--- config.mk ---
export PLATFORM = sky130hd
export DESIGN_NAME = prl_rx
export DESIGN_NICKNAME = d
export VERILOG_FILES = /design/src/rtl/prl_rx_pkg.sv /design/src/rtl/prl_rx_msgid.sv /design/src/rtl/prl_rx.sv
export SDC_FILE = /design/constraint.sdc
export NUM_CORES = 1
export LEC_CHECK = 0
export CAP_MARGIN = 20
export CORE_MARGIN = 4
export CORE_UTILIZATION = 40
export CTS_BUF_LIST = sky130_fd_sc_hd__clkbuf_16
export DETAILED_ROUTE_END_ITERATION = 12
export PLACE_DENSITY = 0.78
export SYNTH_ARGS = -nofsm -noshare
export SYNTH_HDL_FRONTEND = slang
export SYNTH_HIERARCHICAL = 1
export SYNTH_SLANG_ARGS = --single-unit
--- constraint.sdc ---
create_clock -name clk -period 2 [get_ports clk]
set_input_delay 0.4 -clock clk [delete_from_list [all_inputs] [get_ports clk]]
set_output_delay 0.4 -clock clk [all_outputs]
set_load 0.05 [all_outputs]
--- src/rtl/prl_rx_pkg.sv ---
// Shared definitions for the PD protocol-layer blocks (tx and prl_rx).
// Holds receive FSM state encodings, SOP* frame-type codes, header field
// positions, the Soft Reset message type and small header helpers.
package prl_rx_pkg;

  typedef enum logic [2:0] {
    RX_WAIT_FOR_PHY_MESSAGE = 3'd0,
    RX_CHECK_TYPE           = 3'd1,
    RX_SEND_GOODCRC         = 3'd2,
    RX_CHECK_MESSAGEID      = 3'd3,
    RX_STORE_MESSAGEID      = 3'd4,
    RX_REPORT_HARD_RESET    = 3'd5
  } rxState_t;

  localparam logic [2:0] FRAME_SOP         = 3'd0;
  localparam logic [2:0] FRAME_SOP_P       = 3'd1;
  localparam logic [2:0] FRAME_SOP_PP      = 3'd2;
  localparam logic [2:0] FRAME_SOP_DBG_P   = 3'd3;
  localparam logic [2:0] FRAME_SOP_DBG_PP  = 3'd4;
  localparam logic [2:0] FRAME_HARD_RESET  = 3'd5;
  localparam logic [2:0] FRAME_CABLE_RESET = 3'd6;
  localparam logic [2:0] FRAME_RESERVED    = 3'd7;

  // Number of SOP* types that carry MessageIDs (codes 0..4).
  localparam int NUM_SOP_TYPES = 5;

  localparam int HDR_MSGTYPE_LSB = 0;
  localparam int HDR_MSGTYPE_W   = 5;
  localparam int HDR_MSGID_LSB   = 9;
  localparam int HDR_MSGID_W     = 3;
  localparam int HDR_NDO_LSB     = 12;
  localparam int HDR_NDO_W       = 3;

  localparam logic [4:0] MSG_SOFT_RESET = 5'b01101;

  function automatic logic [2:0] msgIdOf(input logic [15:0] hdr);
    return hdr[HDR_MSGID_LSB +: HDR_MSGID_W];
  endfunction

  function automatic logic isSoftReset(input logic [15:0] hdr);
    return (hdr[HDR_NDO_LSB +: HDR_NDO_W] == 3'd0) &&
           (hdr[HDR_MSGTYPE_LSB +: HDR_MSGTYPE_W] == MSG_SOFT_RESET);
  endfunction

endpackage

--- src/rtl/prl_rx_msgid.sv ---
// msgid_table: last-received MessageID plus valid flag for each SOP* type.
// Ports:
//   clk, reset        clock, synchronous active-low reset
//   rdIdx/rdValid/rdId  combinational read of one entry
//   wrEn/wrIdx/wrId   store an ID and mark the entry valid
//   clrEn/clrIdx      clear one entry's valid flag
//   clrAll            clear every valid flag (highest priority)
module msgid_table
  import prl_rx_pkg::*;
(
  input  logic       clk,
  input  logic       reset,
  input  logic [2:0] rdIdx,
  output logic       rdValid,
  output logic [2:0] rdId,
  input  logic       wrEn,
  input  logic [2:0] wrIdx,
  input  logic [2:0] wrId,
  input  logic       clrEn,
  input  logic [2:0] clrIdx,
  input  logic       clrAll
);

  localparam logic [2:0] LAST_IDX = 3'(NUM_SOP_TYPES - 1);

  logic [2:0]               ids [NUM_SOP_TYPES];
  logic [NUM_SOP_TYPES-1:0] valid;

  always_ff @(posedge clk) begin
    if (!reset) begin
      valid <= '0;
      for (int i = 0; i < NUM_SOP_TYPES; i++) ids[i] <= '0;
    end else if (clrAll) begin
      valid <= '0;
    end else begin
      // Write is placed after the clear so a same-cycle write leaves the entry valid.
      if (clrEn && clrIdx <= LAST_IDX) valid[clrIdx] <= 1'b0;
      if (wrEn && wrIdx <= LAST_IDX) begin
        ids[wrIdx]   <= wrId;
        valid[wrIdx] <= 1'b1;
      end
    end
  end

  assign rdValid = (rdIdx <= LAST_IDX) ? valid[rdIdx] : 1'b0;
  assign rdId    = (rdIdx <= LAST_IDX) ? ids[rdIdx]   : 3'd0;

endmodule

--- src/rtl/prl_rx.sv ---
// prl_rx: PD protocol-layer receive state machine. Filters received frames
// by type/enable, requests GoodCRC, drops duplicates by MessageID and hands
// accepted messages to the RX buffer; reports Hard/Cable Reset.
// Ports:
//   clk, reset             clock, synchronous active-low reset
//   PhyMessageValid, RxFrameType, RxHeader   frame from PHY
//   RxDetectEnable, RxBufFull                TCPM receive configuration/status
//   GoodCRCDone / GoodCRCReq, GoodCRCMsgID, GoodCRCFrameType   GoodCRC handshake
//   StoreMessage, StoredHeader, StoredFrameType                 RX buffer write
//   Alert_ReceivedSOP, Alert_ReceivedHardReset                  alert pulses
//
// state                   | meaning
// RX_WAIT_FOR_PHY_MESSAGE | idle, accepting a PHY frame
// RX_CHECK_TYPE           | filter on frame type, enable mask, buffer full
// RX_SEND_GOODCRC         | GoodCRC requested, timeout counting down
// RX_CHECK_MESSAGEID      | duplicate / Soft Reset check against table
// RX_STORE_MESSAGEID      | record ID, pulse store and SOP alert
// RX_REPORT_HARD_RESET    | clear table, pulse hard-reset alert
module prl_rx
  import prl_rx_pkg::*;
#(
  parameter int GOODCRC_TIMEOUT = 16
) (
  input  logic        clk,
  input  logic        reset,
  input  logic        PhyMessageValid,
  input  logic [2:0]  RxFrameType,
  input  logic [15:0] RxHeader,
  input  logic [6:0]  RxDetectEnable,
  input  logic        RxBufFull,
  input  logic        GoodCRCDone,
  output logic        GoodCRCReq,
  output logic [2:0]  GoodCRCMsgID,
  output logic [2:0]  GoodCRCFrameType,
  output logic        StoreMessage,
  output logic [15:0] StoredHeader,
  output logic [2:0]  StoredFrameType,
  output logic        Alert_ReceivedSOP,
  output logic        Alert_ReceivedHardReset
);

  localparam int TW = $clog2(GOODCRC_TIMEOUT + 1);
  localparam logic [TW-1:0] TIMER_LOAD = TW'(GOODCRC_TIMEOUT - 1);

  rxState_t    state;
  logic [15:0] hdrLatch;
  logic [2:0]  typeLatch;
  logic [TW-1:0] timer;

  logic       rdValid;
  logic [2:0] rdId;
  logic [7:0] enableExt;
  logic       typeEnabled;
  logic       typeIsReset;
  logic       softReset;
  logic       duplicate;

  // Code 7 has no enable bit; the extra zero makes it always disabled.
  assign enableExt   = {1'b0, RxDetectEnable};
  assign typeEnabled = enableExt[typeLatch];
  assign typeIsReset = (typeLatch == FRAME_HARD_RESET) || (typeLatch == FRAME_CABLE_RESET);
  assign softReset   = isSoftReset(hdrLatch);
  assign duplicate   = rdValid && (rdId == msgIdOf(hdrLatch));

  msgid_table uTable (
    .clk     (clk),
    .reset   (reset),
    .rdIdx   (typeLatch),
    .rdValid (rdValid),
    .rdId    (rdId),
    .wrEn    (state == RX_STORE_MESSAGEID),
    .wrIdx   (typeLatch),
    .wrId    (msgIdOf(hdrLatch)),
    .clrEn   ((state == RX_CHECK_MESSAGEID) && softReset),
    .clrIdx  (typeLatch),
    .clrAll  (state == RX_REPORT_HARD_RESET)
  );

  // Outputs are registered on the transition into their state, so each is
  // high exactly while the FSM sits in the matching state.
  always_ff @(posedge clk) begin
    if (!reset) begin
      state                   <= RX_WAIT_FOR_PHY_MESSAGE;
      hdrLatch                <= '0;
      typeLatch               <= '0;
      timer                   <= '0;
      GoodCRCReq              <= 1'b0;
      GoodCRCMsgID            <= '0;
      GoodCRCFrameType        <= '0;
      StoreMessage            <= 1'b0;
      StoredHeader            <= '0;
      StoredFrameType         <= '0;
      Alert_ReceivedSOP       <= 1'b0;
      Alert_ReceivedHardReset <= 1'b0;
    end else begin
      GoodCRCReq              <= 1'b0;
      GoodCRCMsgID            <= '0;
      GoodCRCFrameType        <= '0;
      StoreMessage            <= 1'b0;
      StoredHeader            <= '0;
      StoredFrameType         <= '0;
      Alert_ReceivedSOP       <= 1'b0;
      Alert_ReceivedHardReset <= 1'b0;
      case (state)
        RX_WAIT_FOR_PHY_MESSAGE: begin
          if (PhyMessageValid) begin
            hdrLatch  <= RxHeader;
            typeLatch <= RxFrameType;
            state     <= RX_CHECK_TYPE;
          end
        end
        RX_CHECK_TYPE: begin
          if (typeIsReset && typeEnabled) begin
            state                   <= RX_REPORT_HARD_RESET;
            Alert_ReceivedHardReset <= 1'b1;
          end else if (!typeEnabled || typeIsReset || RxBufFull) begin
            // Reserved type lands here through its zero enable bit.
            state <= RX_WAIT_FOR_PHY_MESSAGE;
          end else begin
            state            <= RX_SEND_GOODCRC;
            timer            <= TIMER_LOAD;
            GoodCRCReq       <= 1'b1;
            GoodCRCMsgID     <= msgIdOf(hdrLatch);
            GoodCRCFrameType <= typeLatch;
          end
        end
        RX_SEND_GOODCRC: begin
          if (GoodCRCDone) begin
            state <= RX_CHECK_MESSAGEID;
          end else if (timer == '0) begin
            state <= RX_WAIT_FOR_PHY_MESSAGE;
          end else begin
            timer            <= timer - 1'b1;
            GoodCRCReq       <= 1'b1;
            GoodCRCMsgID     <= msgIdOf(hdrLatch);
            GoodCRCFrameType <= typeLatch;
          end
        end
        RX_CHECK_MESSAGEID: begin
          if (softReset || !duplicate) begin
            state             <= RX_STORE_MESSAGEID;
            StoreMessage      <= 1'b1;
            StoredHeader      <= hdrLatch;
            StoredFrameType   <= typeLatch;
            Alert_ReceivedSOP <= 1'b1;
          end else begin
            state <= RX_WAIT_FOR_PHY_MESSAGE;
          end
        end
        RX_STORE_MESSAGEID:   state <= RX_WAIT_FOR_PHY_MESSAGE;
        RX_REPORT_HARD_RESET: state <= RX_WAIT_FOR_PHY_MESSAGE;
        default:              state <= RX_WAIT_FOR_PHY_MESSAGE;
      endcase
    end
  end

endmodule

## Yosys cells after proc, flatten, opt, wreduce, memory -nomap -nowiden

Memory sizes are Yosys's and may differ from the RTL's. A register that Yosys moved wholly into a read port is not among the register bits.
Index checks and enable logic that the tools add are counted.

| operators by class | value |
|---|---|
| bitwise operators | 4 |
| mux-type cells | 51 |
| multiply operators | 0 |
| shift-type cells | 0 |
| eq/ne operators | 15 |
| div/mod/pow operators | 0 |
| magnitude comparators | 3 |
| reductions and logical operators | 25 |
| add/subtract/negate cells | 1 |

Operators by type and width:

| operator | number |
|---|---|
| $mux 3 | 18 |
| $mux 5 | 8 |
| $mux 1 | 16 |
| $eq 3x3->1 const B | 4 |
| $pmux 3 s2 | 2 |
| $pmux 3 s4 | 1 |
| $ne 2x2->1 const B | 5 |
| $pmux 5 s2 | 1 |
| $reduce_and 2->1 | 4 |
| $logic_and 1x1->1 | 7 |
| $bmux 1 s3 | 2 |
| $eq 3x2->1 const B | 2 |
| $logic_not 3->1 | 2 |
| $and 5x5->5 | 1 |
| $eq 5x4->1 const B | 1 |
| $logic_not 5->1 | 1 |
| $not 5->5 | 1 |
| $or 5x5->5 | 1 |
| $reduce_and 5->1 | 1 |
| $sub 5x1->5 const B | 1 |
| $logic_or 1x1->1 | 4 |
| $lt 3x4->1 const B | 1 |
| $demux 1 s3 | 1 |
| $eq 3x1->1 const B | 1 |
| other kinds (12) | 13 |

| storage, ports and cells | value |
|---|---|
| register bits | 60 |
| ROM bits | 0 |
| memories kept | 1 |
| memory bits (writable) | 15 |
| bits in latches | 0 |

Memories:

| name | words | width | rd ports | clocked after memory_dff | write ports | line | RTL |
|---|---|---|---|---|---|---|---|
| uTable.ids | 5 | 3 | 1 | 1 | 5 | prl_rx_msgid.sv:26 | `logic [2:0] ids [NUM_SOP_TYPES];` |

## Longest topological paths before layout

Gate-level depths: netlist (run 1).

| logic depth | value |
|---|---|
| word-level depth | 11 |
| mapped depth | 9 |
| mapped depth without buffers | 7 |

## Modules after synthesis

The synthesis (run 1) kept the hierarchy.

Modules (own cells, without submodules):

| module | area each (um^2) | seq. area each (um^2) | instances | cells each |
|---|---|---|---|---|
| prl_rx | 2102.0 | 1101.1 | 1 | 224 |
| msgid_table | 1032.2 | 550.5 | 1 | 87 |

## Worst setup path after synthesis (run 1)

No wires, ideal clock.

| timing | value |
|---|---|
| kind | register to register |
| start point | reg typeLatch[0] |
| end point | reg StoredFrameType[1] |
| library setup time | 116 ps |
| arrival time | 2024 ps |
| required time | 1884 ps |
| stages on the path, launching flop included | 9 |
| path slack | -141 ps |
| path through | dfxtp_1 buf_6 mux2_2 a221o_1 xor2_1 nor3_1 a31oi_1 clkbuf_1 and2_2 |

| between the ends | value |
|---|---|
| word-level cells in the longest chain between the ends | 7 |
| elaborated cells on any way between the ends | 10 |
| classes of those cells | 1 x order compare; 1 x eq/ne; 4 x mux; 4 x reduce/logical |

Ends and longest elaborated chain:

| item | line | RTL |
|---|---|---|
| from (decl) | prl_rx.sv:47 | `logic [2:0] typeLatch;` |
| from (signal assigned) | prl_rx.sv:108 | `typeLatch <= RxFrameType;` |
| $le 3x3->1 | prl_rx_msgid.sv:46 | `assign rdId = (rdIdx <= LAST_IDX) ? ids[rdIdx] : 3'd0;` |
| $mux 3 | prl_rx_msgid.sv:46 |  |
| via rdId[2] | prl_rx.sv:51 | `logic [2:0] rdId;` |
| $eq 3x3->1 | prl_rx.sv:63 | `assign duplicate = rdValid && (rdId == msgIdOf(hdrLatch));` |
| $logic_and 1x1->1 | prl_rx.sv:63 |  |
| $logic_not 1->1 | prl_rx.sv:140 | `if (softReset \|\| !duplicate) begin` |
| $logic_or 1x1->1 | prl_rx.sv:140 |  |
| $reduce_and 3->1 (no line) | - |  |
| to (signal assigned) | prl_rx.sv:144 | `StoredFrameType <= typeLatch;` |
| to (decl) | prl_rx.sv:37 | `output logic [2:0] StoredFrameType,` |

The timed path passes the listed nets, and every way through them passes these cells. The select of a mux whose other input is x is not followed.
A chain may end at the register's enable or synchronous reset.

## Worst setup path after layout (run 1)

| timing | value |
|---|---|
| start point | reg typeLatch[0] |
| end point | reg state[2] |

| between the ends | value |
|---|---|
| word-level cells in the longest chain between the ends | 8 |
| elaborated cells on any way between the ends | 18 |
| classes of those cells | 1 x order compare; 3 x eq/ne; 9 x mux; 5 x reduce/logical |

Ends and longest elaborated chain:

| item | line | RTL |
|---|---|---|
| $le 3x3->1 | prl_rx_msgid.sv:46 |  |
| $mux 3 | prl_rx_msgid.sv:46 |  |
| via rdId[2] | prl_rx.sv:51 |  |
| $eq 3x3->1 | prl_rx.sv:63 |  |
| $logic_and 1x1->1 | prl_rx.sv:63 |  |
| $logic_not 1->1 | prl_rx.sv:140 |  |
| $logic_or 1x1->1 | prl_rx.sv:140 |  |
| $mux 3 | prl_rx.sv:140 |  |
| $pmux 3 s4 | prl_rx.sv:104 | `case (state)` |
| to (signal assigned) | prl_rx.sv:109 | `state <= RX_CHECK_TYPE;` |
| to (signal assigned) | prl_rx.sv:141 | `state <= RX_STORE_MESSAGEID;` |
| to (signal assigned) | prl_rx.sv:147 | `state <= RX_WAIT_FOR_PHY_MESSAGE;` |
| to (decl) | prl_rx.sv:45 | `rxState_t state;` |

The timed path passes the listed nets, and every way through them passes these cells. The select of a mux whose other input is x is not followed.

==> flow_metrics.tcl, run 1 <==
set metrics [dict create \
    dominantRegCellSynth "sky130_fd_sc_hd__dfxtp_1" \
    post-cts-setup-buffer-count 0 \
    worst_clock_skew_ns 0.00625 \
    critical-path-slowest-cell "sky130_fd_sc_hd__dfxtp_4" \
    hold_path.startpoint "hdrLatch[15]" \
    vias_in_the_first_global_route 2500 \
    holdCritPathClass "register to register" \
    rrSetupSlack_ns -0.02 \
    rows 32 \
    dr.pass1.iters 4 \
    ctsHoldBuffers 0 \
    post_synth_num_cell_types 59 \
    detailed_route_via_count 2521 \
    worstSkewPairLatency_ns 0.33 \
    worst_ep_required_time_ns 2.22 \
    cts.sinks 75 \
    netlist.top_cell.by_area "sky130_fd_sc_hd__dfxtp_1" \
    drive_above_1_share 0.191 \
    cts_tree "built" \
    finalSetupTns_ns -0.0259 \
    antenna_violating_nets_post_route 0 \
    worst_hold_path.endpoint "StoredHeader[15]" \
    worst_r2r_path_depth 7 \
    antenna_found_initial 0 \
    synth_top_area_share 0.383 \
    syn_avg_cell_area_um2 10.1 \
    max-cap-violations 0 \
    place.detailed.hpwl_um 5120 \
    worstPathCellList "mux2_4 -> a221o_1 -> xor2_1 -> nor3_2 -> a31oi_2 -> buf_4 -> or2_1" \
    run_status "finished with violations" \
    antenna_cells 0 \
    reg2reg_to "state[2]" \
    critPathKind "register to register" \
    area_delta_synth_final_pct 38.0 \
    proportion_of_synthesized_flip_flops_having_asynchronous_set_or_reset 0 \
    pin_slew_with_the_least_headroom_to_its_limit_ns 0.510 \
    critical_path_arrival_ns 2.24 \
    num-nets-final 426 \
    groute.usage.overall 0.164 \
    cts-root-buf "sky130_fd_sc_hd__clkbuf_16" \
    routed_length_per_instance_um 14.3 \
    slew_headroom 0.659 \
    start_kind "register" \
    grt_max_degree 25 \
    vias_per_cell 5.04 \
    fp.dieArea_um2 9320 \
    cts_buffer_depth 2 \
    yosysWarnings 6 \
    post-route-drc-count 0 \
    top_level_ports 60 \
    post-layout-total-power_mw 3.54 \
    crit_fanout 6 \
    max_freq_mhz 494 \
    reg_to_reg_startpoint "typeLatch[0]" \
    postSynthNetCount 344 \
    synth-seq-area-share 0.527 \
    min_period_ns 2.02 \
    die_height_um 96.5 \
    failed_checks "setup timing" \
    final.period_utilization 1.01 \
    clkTransAtPathRegs_ns 0.06 \
    setup_ws_ns -0.0245 \
    cp_slowest_stage_delay_ns 0.39 \
    cellPowerDensity_nw_per_um2 819 \
    grt_remaining_overflow 0 \
    die_x_um 96.5 \
    final-setup-viol-count 2 \
    fp.coreArea_um2 7690 \
    postRouteWirelength_um 7150 \
    htreeDepth 3 \
    rsz0062_at_grt "yes" \
    yosys_register_bits 75 \
    grt_first_pass_wirelength_um 11600 \
    critPathCaptureType "register" \
    synthCells 311 \
    top_post_synthesis_cells_by_area "sky130_fd_sc_hd__dfxtp_1, sky130_fd_sc_hd__edfxtp_1, sky130_fd_sc_hd__nand2_1" \
    crit_buf_inv 1 \
    min_path_cells 1 \
    number_of_failing_hold_endpoints_at_the_final_stage 0 \
    worst_path_dominant_cell_family "compound AO/OA/AOI/OAI gates" \
    vdd_ir_max_mv 0.471 \
    cts_inserted_buffers 9 \
    synth_edf_count 15 \
    routabilityCongestion 0.766 \
    post_synth_instance_area_um2 3130 \
    port-buffer-count 59 \
    initialDrtViolationCount 146 \
    finalMaxSlewViolations 0 \
    leakagePower_nw 1.72 \
    floorplan.initialDensity 0.408 \
]
worst reg2reg max path, stage by stage, from the launching register on:
cell	delay (ns)
sky130_fd_sc_hd__dfxtp_4	0.39
sky130_fd_sc_hd__mux2_4	0.31
sky130_fd_sc_hd__a221o_1	0.37
sky130_fd_sc_hd__xor2_1	0.19
sky130_fd_sc_hd__nor3_2	0.13
sky130_fd_sc_hd__a31oi_2	0.15
sky130_fd_sc_hd__buf_4	0.18
sky130_fd_sc_hd__or2_1	0.20
synth_stat cells (all sizes together) (3+ instances only):
cell type	count
a21oi	25
and2	32
and3	12
buf	11
clkbuf	7
dfxtp	60
edfxtp	15
inv	5
mux2	4
mux2i	6
nand2	53
nand2b	3
nand3b	3
nor2	7
nor2b	3
nor3	6
nor3b	4
nor4bb	3
o21ai	8
or4b	3
xor2	3
area by class of cell:
type                    count  area, µm²
clock inverters             7       60.1
clock buffers               9        225
inverters                   5       18.8
repair buffers             89        817
fillers                   663       3360
well taps                 102        128
flip-flops and latches     75       1660
multi-input cells         213       1420
worst max path at each step:
stage,startpoint,endpoint,depth (start not counted)
after floorplan,typeLatch[0],StoredFrameType[1],8
after global placement,RxDetectEnable[6],timer[4],7
after detailed placement,RxDetectEnable[6],GoodCRCMsgID[0],7
after CTS,typeLatch[0],state[2],7
after global routing,typeLatch[0],state[2],7
final,typeLatch[0],state[2],7
cells by family (layout without fill, tap and decap cells):
group / after synthesis / count (layout) / share of synthesized area
buf+inv: 23 / 110 / 0.0407
flops: 75 / 75 / 0.527
xor+xnor: 4 / 4 / 0.0112
compound gates: 46 / 46 / 0.0930
mux: 10 / 10 / 0.0335
simple gates: 151 / 151 / 0.287
fa+ha+maj: 2 / 2 / 0.00798
cells in the final DEF (no fill, tap or decap), drive strengths merged, types with 2 or more instances in the layout:
cell type,instances
nand2,53
a31o,2
clkbuf,9
and2b,2
nand2b,3
nor2b,3
a21oi,25
nor4bb,3
and4b,2
inv,9
o21ai,8
a221oi,2
buf,30
clkdlybuf4s50,59
or4,2
dfxtp,60
or4b,3
a221o,2
nor3b,4
and2,32
nand4b,2
xor2,3
edfxtp,15
and3b,2
mux2,4
mux2i,6
nand3b,3
nor4b,2
and3,12
nor2,7
ha,2
nand3,2
nor3,6
clkinv,3
stage by stage:
step                      area, µm²  setup WS, ns  cells  utilization  hold slack [ns]
after floorplan                3140        0.0109    311            -            0.430
after global placement         3970        -0.145    483        0.517            0.438
after detailed placement       3970        -0.202    483        0.517            0.438
after CTS                      4280       -0.0346    500        0.557            0.454
after global routing           4320       -0.0951    500        0.563            0.471
final                          4320       -0.0245    500        0.563            0.454
repair_timing:
action	4_1_cts	5_1_grt
resized for setup	7	10
pin swaps	5	1
cloned	1	0
setup endpoints to repair	20	24
metal layers:
layer | global-route usage | vias to the layer above | routed length [µm]
met5 | 0 | - | 0
met4 | 0.0818 | 0 | 192
met3 | 0.0387 | 18 | 354
met1 | 0.190 | 1185 | 2970
li1 | - | 1253 | -
met2 | 0.281 | 65 | 3640
where the power goes:
group          total, mW  leakage, nW  switching [mW]  internal [mW]
combinational      0.400        0.937           0.198          0.201
clock               1.51        0.144           0.644          0.863
sequential          1.63        0.643          0.0442           1.59
state kept, by name (all words and copies together), names as in the netlist:
name                     count
timer                        5
Alert_ReceivedSOP            1
Alert_ReceivedHardReset      1
state                        3
GoodCRCFrameType             3
StoredFrameType              3
typeLatch                    3
hdrLatch                    16
GoodCRCReq                   1
GoodCRCMsgID                 3
uTable/valid                 5
uTable/ids                  15
StoredHeader                16
(Power assumes the default switching activity.)
==> run 2, diff against run 1 <==
- GPL_TIMING_DRIVEN: not set -> 1
==> results of run 2 <==
No change in the layout: final DEF, timing and power equal those of run 1.
